## src/rtl/lcd_rgb_scanout_if.sv

```systemverilog
// Pixel FIFO read port plus RGB panel bus between the scanout engine and its neighbours.
// The master side is the scanout engine; the slave side is the FIFO and the panel.
interface lcd_rgb_scanout_if #(
  parameter int LVL_W = 10
);
  logic [LVL_W-1:0] fifo_level;
  logic [7:0]       fifo_data;
  logic             fifo_rd;
  logic             HSYNC;
  logic             VSYNC;
  logic             LCD_PCLK;
  logic             LCD_DE;
  logic [4:0]       LCD_R;
  logic [5:0]       LCD_G;
  logic [4:0]       LCD_B;

  modport master (
    input  fifo_level, fifo_data,
    output fifo_rd, HSYNC, VSYNC, LCD_PCLK, LCD_DE, LCD_R, LCD_G, LCD_B
  );

  modport slave (
    output fifo_level, fifo_data,
    input  fifo_rd, HSYNC, VSYNC, LCD_PCLK, LCD_DE, LCD_R, LCD_G, LCD_B
  );
endinterface

```

## src/rtl/lcd_rgb_scanout.sv

```systemverilog
// RGB panel timing generator; pops RGB565 pixels (high byte first) from a FWFT byte FIFO.
// Slot FSM states:
//   state   | meaning
//   ST_IDLE | no pixel in flight; phase-0 cycle of an active slot decides pop or underflow
//   ST_HI   | high byte captured, low byte being popped this (phase-1) cycle
//   ST_LO   | pixel just completed; behaves as IDLE so back-to-back slots start at once
module lcd_rgb_scanout #(
  parameter int          H_ACTIVE = 480,
  parameter int          H_FP     = 8,
  parameter int          H_SYNC   = 4,
  parameter int          H_BP     = 43,
  parameter int          V_ACTIVE = 272,
  parameter int          V_FP     = 4,
  parameter int          V_SYNC   = 4,
  parameter int          V_BP     = 12,
  parameter logic        SYNC_POL = 1'b0,
  parameter int          LVL_W    = 10,
  parameter logic [15:0] UF_COLOR = 16'hF800
) (
  input  logic CLK,
  input  logic nRST,
  input  logic EN,
  input  logic uf_clr,
  output logic frame_start,
  output logic underflow,
  lcd_rgb_scanout_if.master bus
);

  localparam int H_TOTAL = H_SYNC + H_BP + H_ACTIVE + H_FP;
  localparam int V_TOTAL = V_SYNC + V_BP + V_ACTIVE + V_FP;
  localparam int HW = $clog2(H_TOTAL);
  localparam int VW = $clog2(V_TOTAL);

  localparam logic [HW-1:0] H_LAST     = HW'(H_TOTAL - 1);
  localparam logic [HW-1:0] H_SYNC_END = HW'(H_SYNC);
  localparam logic [HW-1:0] H_ACT_BEG  = HW'(H_SYNC + H_BP);
  localparam logic [HW-1:0] H_ACT_END  = HW'(H_SYNC + H_BP + H_ACTIVE);
  localparam logic [VW-1:0] V_LAST     = VW'(V_TOTAL - 1);
  localparam logic [VW-1:0] V_SYNC_END = VW'(V_SYNC);
  localparam logic [VW-1:0] V_ACT_BEG  = VW'(V_SYNC + V_BP);
  localparam logic [VW-1:0] V_ACT_END  = VW'(V_SYNC + V_BP + V_ACTIVE);
  localparam logic [LVL_W-1:0] LVL_PIXEL = LVL_W'(2);

  typedef enum logic [1:0] {ST_IDLE, ST_HI, ST_LO} slot_st_t;

  slot_st_t       st, st_nxt;
  logic           phase;
  logic [HW-1:0]  hcnt;
  logic [VW-1:0]  vcnt;
  logic [7:0]     pix_hi;
  logic           de_q, hs_q, vs_q;
  logic [15:0]    rgb_q;
  logic           origin, run, act;
  logic           rd_c, ld_hi, uf_set;

  assign origin = ~phase && (hcnt == '0) && (vcnt == '0);
  // With EN low the scan only stops once the frame has wrapped back to the origin.
  assign run    = EN | ~origin;
  assign act    = (hcnt >= H_ACT_BEG) && (hcnt < H_ACT_END) &&
                  (vcnt >= V_ACT_BEG) && (vcnt < V_ACT_END);

  always_ff @(posedge CLK or negedge nRST) begin
    if (!nRST) begin
      phase       <= 1'b0;
      hcnt        <= '0;
      vcnt        <= '0;
      frame_start <= 1'b0;
    end else begin
      frame_start <= EN & origin;
      if (run) begin
        phase <= ~phase;
        if (phase) begin
          if (hcnt == H_LAST) begin
            hcnt <= '0;
            vcnt <= (vcnt == V_LAST) ? '0 : vcnt + VW'(1);
          end else begin
            hcnt <= hcnt + HW'(1);
          end
        end
      end
    end
  end

  always_ff @(posedge CLK or negedge nRST) begin
    if (!nRST) st <= ST_IDLE;
    else       st <= st_nxt;
  end

  always_comb begin
    st_nxt = ST_IDLE;
    rd_c   = 1'b0;
    ld_hi  = 1'b0;
    uf_set = 1'b0;
    case (st)
      ST_IDLE, ST_LO: begin
        if (~phase && act) begin
          // Both bytes must already be present, so a pixel is never split across slots.
          if (bus.fifo_level >= LVL_PIXEL) begin
            rd_c   = 1'b1;
            ld_hi  = 1'b1;
            st_nxt = ST_HI;
          end else begin
            uf_set = 1'b1;
          end
        end
      end
      ST_HI: begin
        rd_c   = 1'b1;
        st_nxt = ST_LO;
      end
      default: st_nxt = ST_IDLE;
    endcase
  end

  always_ff @(posedge CLK or negedge nRST) begin
    if (!nRST) begin
      pix_hi    <= 8'h00;
      underflow <= 1'b0;
      de_q      <= 1'b0;
      hs_q      <= ~SYNC_POL;
      vs_q      <= ~SYNC_POL;
      rgb_q     <= 16'h0000;
    end else begin
      if (ld_hi) pix_hi <= bus.fifo_data;
      underflow <= uf_set | (underflow & ~uf_clr);
      // Sync, DE and colour for the current slot are registered together at its end.
      if (phase) begin
        de_q  <= act;
        hs_q  <= (hcnt < H_SYNC_END) ? SYNC_POL : ~SYNC_POL;
        vs_q  <= (vcnt < V_SYNC_END) ? SYNC_POL : ~SYNC_POL;
        if (!act)             rgb_q <= 16'h0000;
        else if (st == ST_HI) rgb_q <= {pix_hi, bus.fifo_data};
        else                  rgb_q <= UF_COLOR;
      end
    end
  end

  assign bus.fifo_rd  = rd_c;
  assign bus.HSYNC    = hs_q;
  assign bus.VSYNC    = vs_q;
  assign bus.LCD_PCLK = phase;
  assign bus.LCD_DE   = de_q;
  assign bus.LCD_R    = rgb_q[15:11];
  assign bus.LCD_G    = rgb_q[10:5];
  assign bus.LCD_B    = rgb_q[4:0];

endmodule

```

## src/flat_wrapper.sv

```systemverilog
// flat-port wrapper written by rule: the top's interface ports become plain ports
module lcd_rgb_scanout_flat 
#(
  parameter int          H_ACTIVE = 480,
  parameter int          H_FP     = 8,
  parameter int          H_SYNC   = 4,
  parameter int          H_BP     = 43,
  parameter int          V_ACTIVE = 272,
  parameter int          V_FP     = 4,
  parameter int          V_SYNC   = 4,
  parameter int          V_BP     = 12,
  parameter logic        SYNC_POL = 1'b0,
  parameter int          LVL_W    = 10,
  parameter logic [15:0] UF_COLOR = 16'hF800
)
  (CLK, nRST, EN, uf_clr, frame_start, underflow, bus_fifo_level, bus_fifo_data, bus_fifo_rd, bus_HSYNC, bus_VSYNC, bus_LCD_PCLK, bus_LCD_DE, bus_LCD_R, bus_LCD_G, bus_LCD_B);
  lcd_rgb_scanout_if #(.LVL_W(LVL_W)) bus_i ();
  input  logic CLK;
  input  logic nRST;
  input  logic EN;
  input  logic uf_clr;
  output logic frame_start;
  output logic underflow;
  input wire logic [$bits(bus_i.fifo_level)-1:0] bus_fifo_level;
  input wire logic [$bits(bus_i.fifo_data)-1:0] bus_fifo_data;
  output wire logic [$bits(bus_i.fifo_rd)-1:0] bus_fifo_rd;
  output wire logic [$bits(bus_i.HSYNC)-1:0] bus_HSYNC;
  output wire logic [$bits(bus_i.VSYNC)-1:0] bus_VSYNC;
  output wire logic [$bits(bus_i.LCD_PCLK)-1:0] bus_LCD_PCLK;
  output wire logic [$bits(bus_i.LCD_DE)-1:0] bus_LCD_DE;
  output wire logic [$bits(bus_i.LCD_R)-1:0] bus_LCD_R;
  output wire logic [$bits(bus_i.LCD_G)-1:0] bus_LCD_G;
  output wire logic [$bits(bus_i.LCD_B)-1:0] bus_LCD_B;
  assign bus_i.fifo_level = bus_fifo_level;
  assign bus_i.fifo_data = bus_fifo_data;
  assign bus_fifo_rd = bus_i.fifo_rd;
  assign bus_HSYNC = bus_i.HSYNC;
  assign bus_VSYNC = bus_i.VSYNC;
  assign bus_LCD_PCLK = bus_i.LCD_PCLK;
  assign bus_LCD_DE = bus_i.LCD_DE;
  assign bus_LCD_R = bus_i.LCD_R;
  assign bus_LCD_G = bus_i.LCD_G;
  assign bus_LCD_B = bus_i.LCD_B;
  lcd_rgb_scanout #(.H_ACTIVE(H_ACTIVE), .H_FP(H_FP), .H_SYNC(H_SYNC), .H_BP(H_BP), .V_ACTIVE(V_ACTIVE), .V_FP(V_FP), .V_SYNC(V_SYNC), .V_BP(V_BP), .SYNC_POL(SYNC_POL), .LVL_W(LVL_W), .UF_COLOR(UF_COLOR)) u_core (.CLK(CLK), .nRST(nRST), .EN(EN), .uf_clr(uf_clr), .frame_start(frame_start), .underflow(underflow), .bus(bus_i));
endmodule
```

## config.mk

```make
export PLATFORM = sky130hd
export DESIGN_NAME = lcd_rgb_scanout_flat
export DESIGN_NICKNAME = d
export VERILOG_FILES = /design/src/rtl/lcd_rgb_scanout_if.sv /design/src/rtl/lcd_rgb_scanout.sv /design/src/flat_wrapper.sv
export SDC_FILE = /design/constraint.sdc
export NUM_CORES = 1
export LEC_CHECK = 0
export BUFFER_PORTS_ARGS = -buffer_cell sky130_fd_sc_hd__buf_2
export CORE_MARGIN = 2
export CORE_UTILIZATION = 54
export CTS_CLUSTER_SIZE = 12
export DETAILED_ROUTE_END_ITERATION = 8
export PLACE_DENSITY_LB_ADDON = 0.12
export SKIP_CTS_REPAIR_TIMING = 1
export SYNTH_ARGS = -nofsm -noshare
export SYNTH_HDL_FRONTEND = slang
export SYNTH_SLANG_ARGS = --single-unit
```

## constraint.sdc

```tcl
create_clock -name CLK -period 6.3 [get_ports CLK]
set_input_delay 0.63 -clock CLK [delete_from_list [all_inputs] [get_ports CLK]]
set_output_delay 0.63 -clock CLK [all_outputs]
set_load 0.005 [all_outputs]
```

==> After elaboration in Yosys (flattened, before gate mapping) <==
Cells that the tools add are included.
{ "word_totals": {"word_cells": 59, "reg_bits": 51, "inputBits": 22, "out_inout_bits": 23} }
{ "classes": {"reduce_logical": 12, "add_sub_neg": 2, "bitwise_logic": 7, "n_lt_le_gt_ge": 7, "eq_ne": 4, "muxes": 16} }
{ "op_table": {"columns": ["operator", "count"], "rows": [
  ["16-bit 2-to-1 mux", 2],
  ["10-bit by 1-bit adder with 10-bit output (second input constant)", 1],
  ["10-bit equality test (second input constant)", 1],
  ["10-bit by 2-bit >= comparator with 1-bit output (second input constant)", 1],
  ["10-bit by 6-bit >= comparator with 1-bit output (second input constant)", 1],
  ["10-bit zero test", 1],
  ["10-bit less-than comparator (second input constant)", 1],
  ["10-bit by 3-bit less-than comparator with 1-bit output (second input constant)", 1],
  ["10-bit 2-to-1 mux", 1],
  ["9-bit by 1-bit adder with 9-bit output (second input constant)", 1],
  ["9-bit equality test (second input constant)", 1],
  ["9-bit by 5-bit >= comparator with 1-bit output (second input constant)", 1],
  ["9-bit zero test", 1],
  ["9-bit by 3-bit less-than comparator with 1-bit output (second input constant)", 1],
  ["9-bit less-than comparator (second input constant)", 1],
  ["1-bit 2-to-1 mux", 9],
  ["9-bit 2-to-1 mux", 1],
  ["1-bit logical AND", 6],
  ["2-bit one-hot mux with 2 select lines", 1],
  ["1-bit inverter", 3],
  ["3-bit AND reduction", 1],
  ["1-bit bitwise AND", 2],
  ["2-bit by 1-bit equality test with 1-bit output (second input constant)", 1],
  ["2-bit equality test (second input constant)", 1],
  ["other kinds (6)", 7]
]} }

==> Depth between registers and ports, before layout <==
{ "logic_depth": {"ltp_word": 8, "mapped_depth": 8, "depth_no_buf": 7} }

==> Least setup slack after synthesis <==
OpenSTA, ideal clock, no wires.
{ "synth_timing": {"kind": "register -> output", "startpoint": "register u_core.hcnt[8]", "endpoint": "output bus_fifo_rd", "arrival_time_ps": 1993, "stages_incl_launch_ff": 7, "path_buffers": 1, "t_required_ps": 5670, "path_slack_ps": 3677, "cell_sequence": "dfrtp_1 -> or4_4 -> nor4b_4 -> o221ai_2 -> nor4b_4 -> buf_6 -> or2_2"} }
{ "synth_via": {"elab_chain_cells": 7, "elab_cells_between_ends": 8, "cone_classes": "order compare: 2; mux: 2; reduce/logical: 4"} }
{ "synth_lines": {"columns": ["item", "line_no", "rtl"], "rows": [
  ["start, declared", "lcd_rgb_scanout.sv:48", "logic [HW-1:0] hcnt;"],
  ["start signal, assigned", "lcd_rgb_scanout.sv:77", "hcnt <= hcnt + HW'(1);"],
  ["10-bit by 6-bit >= comparator with 1-bit output / 10-bit less-than comparator (equally long branches)", "lcd_rgb_scanout.sv:59", "assign act = (hcnt >= H_ACT_BEG) && (hcnt < H_ACT_END) &&"],
  ["1-bit logical AND (*) (2 in a row)", "lcd_rgb_scanout.sv:59", null],
  ["1-bit logical AND (*)", "lcd_rgb_scanout.sv:60", "(vcnt >= V_ACT_BEG) && (vcnt < V_ACT_END);"],
  ["1-bit logical AND (*)", "lcd_rgb_scanout.sv:96", "if (~phase && act) begin"],
  ["1-bit 2-to-1 mux (*)", "lcd_rgb_scanout.sv:96", null],
  ["1-bit one-hot mux with 2 select lines (*)", "lcd_rgb_scanout.sv:94", "case (st)"],
  ["end, declared", "flat_wrapper.sv:26", "output wire logic [$bits(bus_i.fifo_rd)-1:0] bus_fifo_rd;"]
]} }
Every way passes the cells marked *; elsewhere a longest branch is shown, timed or not.

==> Worst setup path in the final report <==
{ "layout_timing": {"startpoint": "register u_core.hcnt[6]", "endpoint": "output bus_fifo_rd"} }
The elaborated chain is that of the path after synthesis.

==> flow_metrics.tcl <==
set metrics [dict create \
    cts_buffers 5 \
    dieHeight_um 71.1 \
    clock_latency_ns 0.31 \
    synth_nets 260 \
    fin_skew_ns 0.00759 \
    wl_per_cell_um 14.3 \
    crit_type "reg2out" \
    diodes 0 \
    hpwl_mm 3.19 \
    period_minus_slack_ns 3.83 \
    area_growth_pct 14.5 \
    power_density_mw_per_mm2 197 \
    dp_slack_ns 2.79 \
    first_global_vias 1758 \
    worst_hold_slack_ns 0.422 \
    worstMarginPinSlew_ns 1.00 \
    ys_types 37 \
    nets 302 \
    tns_ns 0 \
    critical_path_required_ns 5.67 \
    wirelength_mm 4.70 \
    synth_top_cell_by_area "dfrtp_1" \
    rsz0062_at_grt "no" \
    outcome "finished clean" \
    drtAntennaViolNets 0 \
    ys_seq_area_share_pct 52.5 \
    ys_top_cells_by_area "dfrtp_1 (50%), mux2_4 (4.9%), nand3_1 (4.3%), o22ai_1 (3.3%), inv_1 (3.1%)" \
    ioPinCount 45 \
    core_area_mm2 0.00435 \
    vias_per_cell 5.60 \
    drtIter0Drc 104 \
    ys.flop_type "dfrtp_1" \
    rows 24 \
    path_max_fanout 19 \
    cts_tree "yes" \
    arrival_ns 3.20 \
    setup_violations 0 \
    synth_commonest_cells "dfrtp_1 (49), nand3_1 (21), inv_1 (20)" \
    hold_path_class "in2async" \
    worst_ir_drop_vdd_mv 0.119 \
    clkTransAtPathRegs_ns 0.10 \
    dr.pass1.iters 4 \
    critPathLaunchType "flop" \
    initial_core_util_pct 55.9 \
    report.final.slew_viol_count 0 \
    fin_ws_ns 2.47 \
    async_flop_share_pct 100 \
    ys_warn_count 0 \
    hold_violations 0 \
    design.die.area_mm2 0.00506 \
    antenna_found_initial 0 \
    leakage_uw 0.00134 \
    drive_gt1_share_pct 26.8 \
    netlist_area_mm2 0.00243 \
    fillers 372 \
    syn-instance-count 233 \
    overflow 0 \
    synth-edff-count 0 \
    gp_congestion 0.809 \
    die_w_um 71.1 \
    vias 1837 \
    regArea_mm2 0.00128 \
    htreeDepth 2 \
    cp-end-kind "primary output" \
    relSlewSlack_pct 33.0 \
    yosysMostFrequentCell "dfrtp_1" \
    grt_first_pass_wirelength_mm 7.96 \
    multi_input_area_mm2 0.00103 \
    ys_ff_latch 51 \
    yosysTopAreaCellShare_pct 50.4 \
    cts_sinks 51 \
    drv_cap 0 \
    fin_crit_sh_pct 60.8 \
    grt_start_max_net_pins 52 \
    syn_avg_cell_area_um2 10.4 \
    max_freq_mhz 261 \
    cts_root_buffer "clkbuf_8" \
    portBuffers 43 \
    clockBufferDepth 2 \
    route.detailed.drc 0 \
    grt_usage_pct 20.0 \
]
[logic make-up after synthesis]
logic type / Yosys count / share of synthesized area (%)
and+or+nand+nor: 87 / 19.8
DFF: 51 / 52.5
muxes: 15 / 8.07
xor gates and xnor gates: 6 / 2.16
buffers and inverters: 31 / 5.09
adders and majority gates: 5 / 2.57
AOI/OAI and AO/OA: 38 / 9.72
[metrics by stage]
step / utilization [%] / cells / total power (µW) / cell area, µm²
3_3_place_gp: 61.7 / 320 / 356 / 2690
2_1_floorplan: - / 233 / 342 / 2430
6_report: 64.0 / 328 / 550 / 2790
5_1_grt: 64.0 / 328 / 572 / 2790
3_5_place_dp: 61.7 / 320 / 356 / 2690
4_1_cts: 64.0 / 328 / 558 / 2790
[worst max-delay path, stage by stage (launching register included)]
cell and delay (ns):
dfrtp_1 0.46, or4_4 0.58, nor4b_4 0.25, o221ai_2 0.42, nor4b_4 0.85, or2_2 0.22
buf_2 0.10
[report_power, final]
group	internal, µW	switching (µW)
Combinational	8.53	9.32
Clock	89.8	111
Sequential	330	1.60
Total	428	122
[cell type report]
type                       instances  area share, %
inverter                          20           2.69
clock inverter                     2          0.584
multi-input combinational        151           37.0
tap                               52           2.33
clock buffer                       6           2.96
sequential                        51           45.9
timing repair buffer              46           8.53
[layer usage]
layer,track usage [%],part of all wire (%)
met1,28.2,49
met2,30.4,45
met3,5.27,4.8
met4,6.92,1.3
met5,0,0
[path summary, 6_finish.rpt]
path,start,end,slack [ns],cells past startpoint
worst max-delay path,u_core.hcnt[6],bus_fifo_rd,2.47,6
worst min-delay path,nRST,u_core.hcnt[3],0.42,2
worst max register to register,u_core.hcnt[6],u_core.pix_hi[2],3.27,5
worst min register to register,u_core.underflow,u_core.underflow,0.51,2
max in group asynchronous,nRST,u_core.vcnt[7],5.46,2
min in group CLK,u_core.underflow,u_core.underflow,0.51,2
[state kept, by name, summed over array words and instances (netlist names)]
register	cells
u_core.bus.HSYNC	1
u_core.bus.LCD_DE	1
u_core.bus.LCD_PCLK	1
u_core.bus.VSYNC	1
u_core.frame_start	1
u_core.hcnt	10
u_core.pix_hi	8
u_core.rgb_q	16
u_core.st	2
u_core.underflow	1
u_core.vcnt	9
[cells in the final DEF, fill, tap and decap left out, types with 5 or more instances in the layout]
cell type	instances
a21oi_1	5
buf_2	43
clkbuf_8	6
dfrtp_1	49
ha_1	5
inv_1	20
mux2_2	5
mux2_4	8
nand2_1	14
nand3_1	21
nor2_1	17
nor3_1	5
nor4_1	8
o21ai_0	10
o22ai_1	13
No activity file was read; power rests on OpenSTA's default activity.
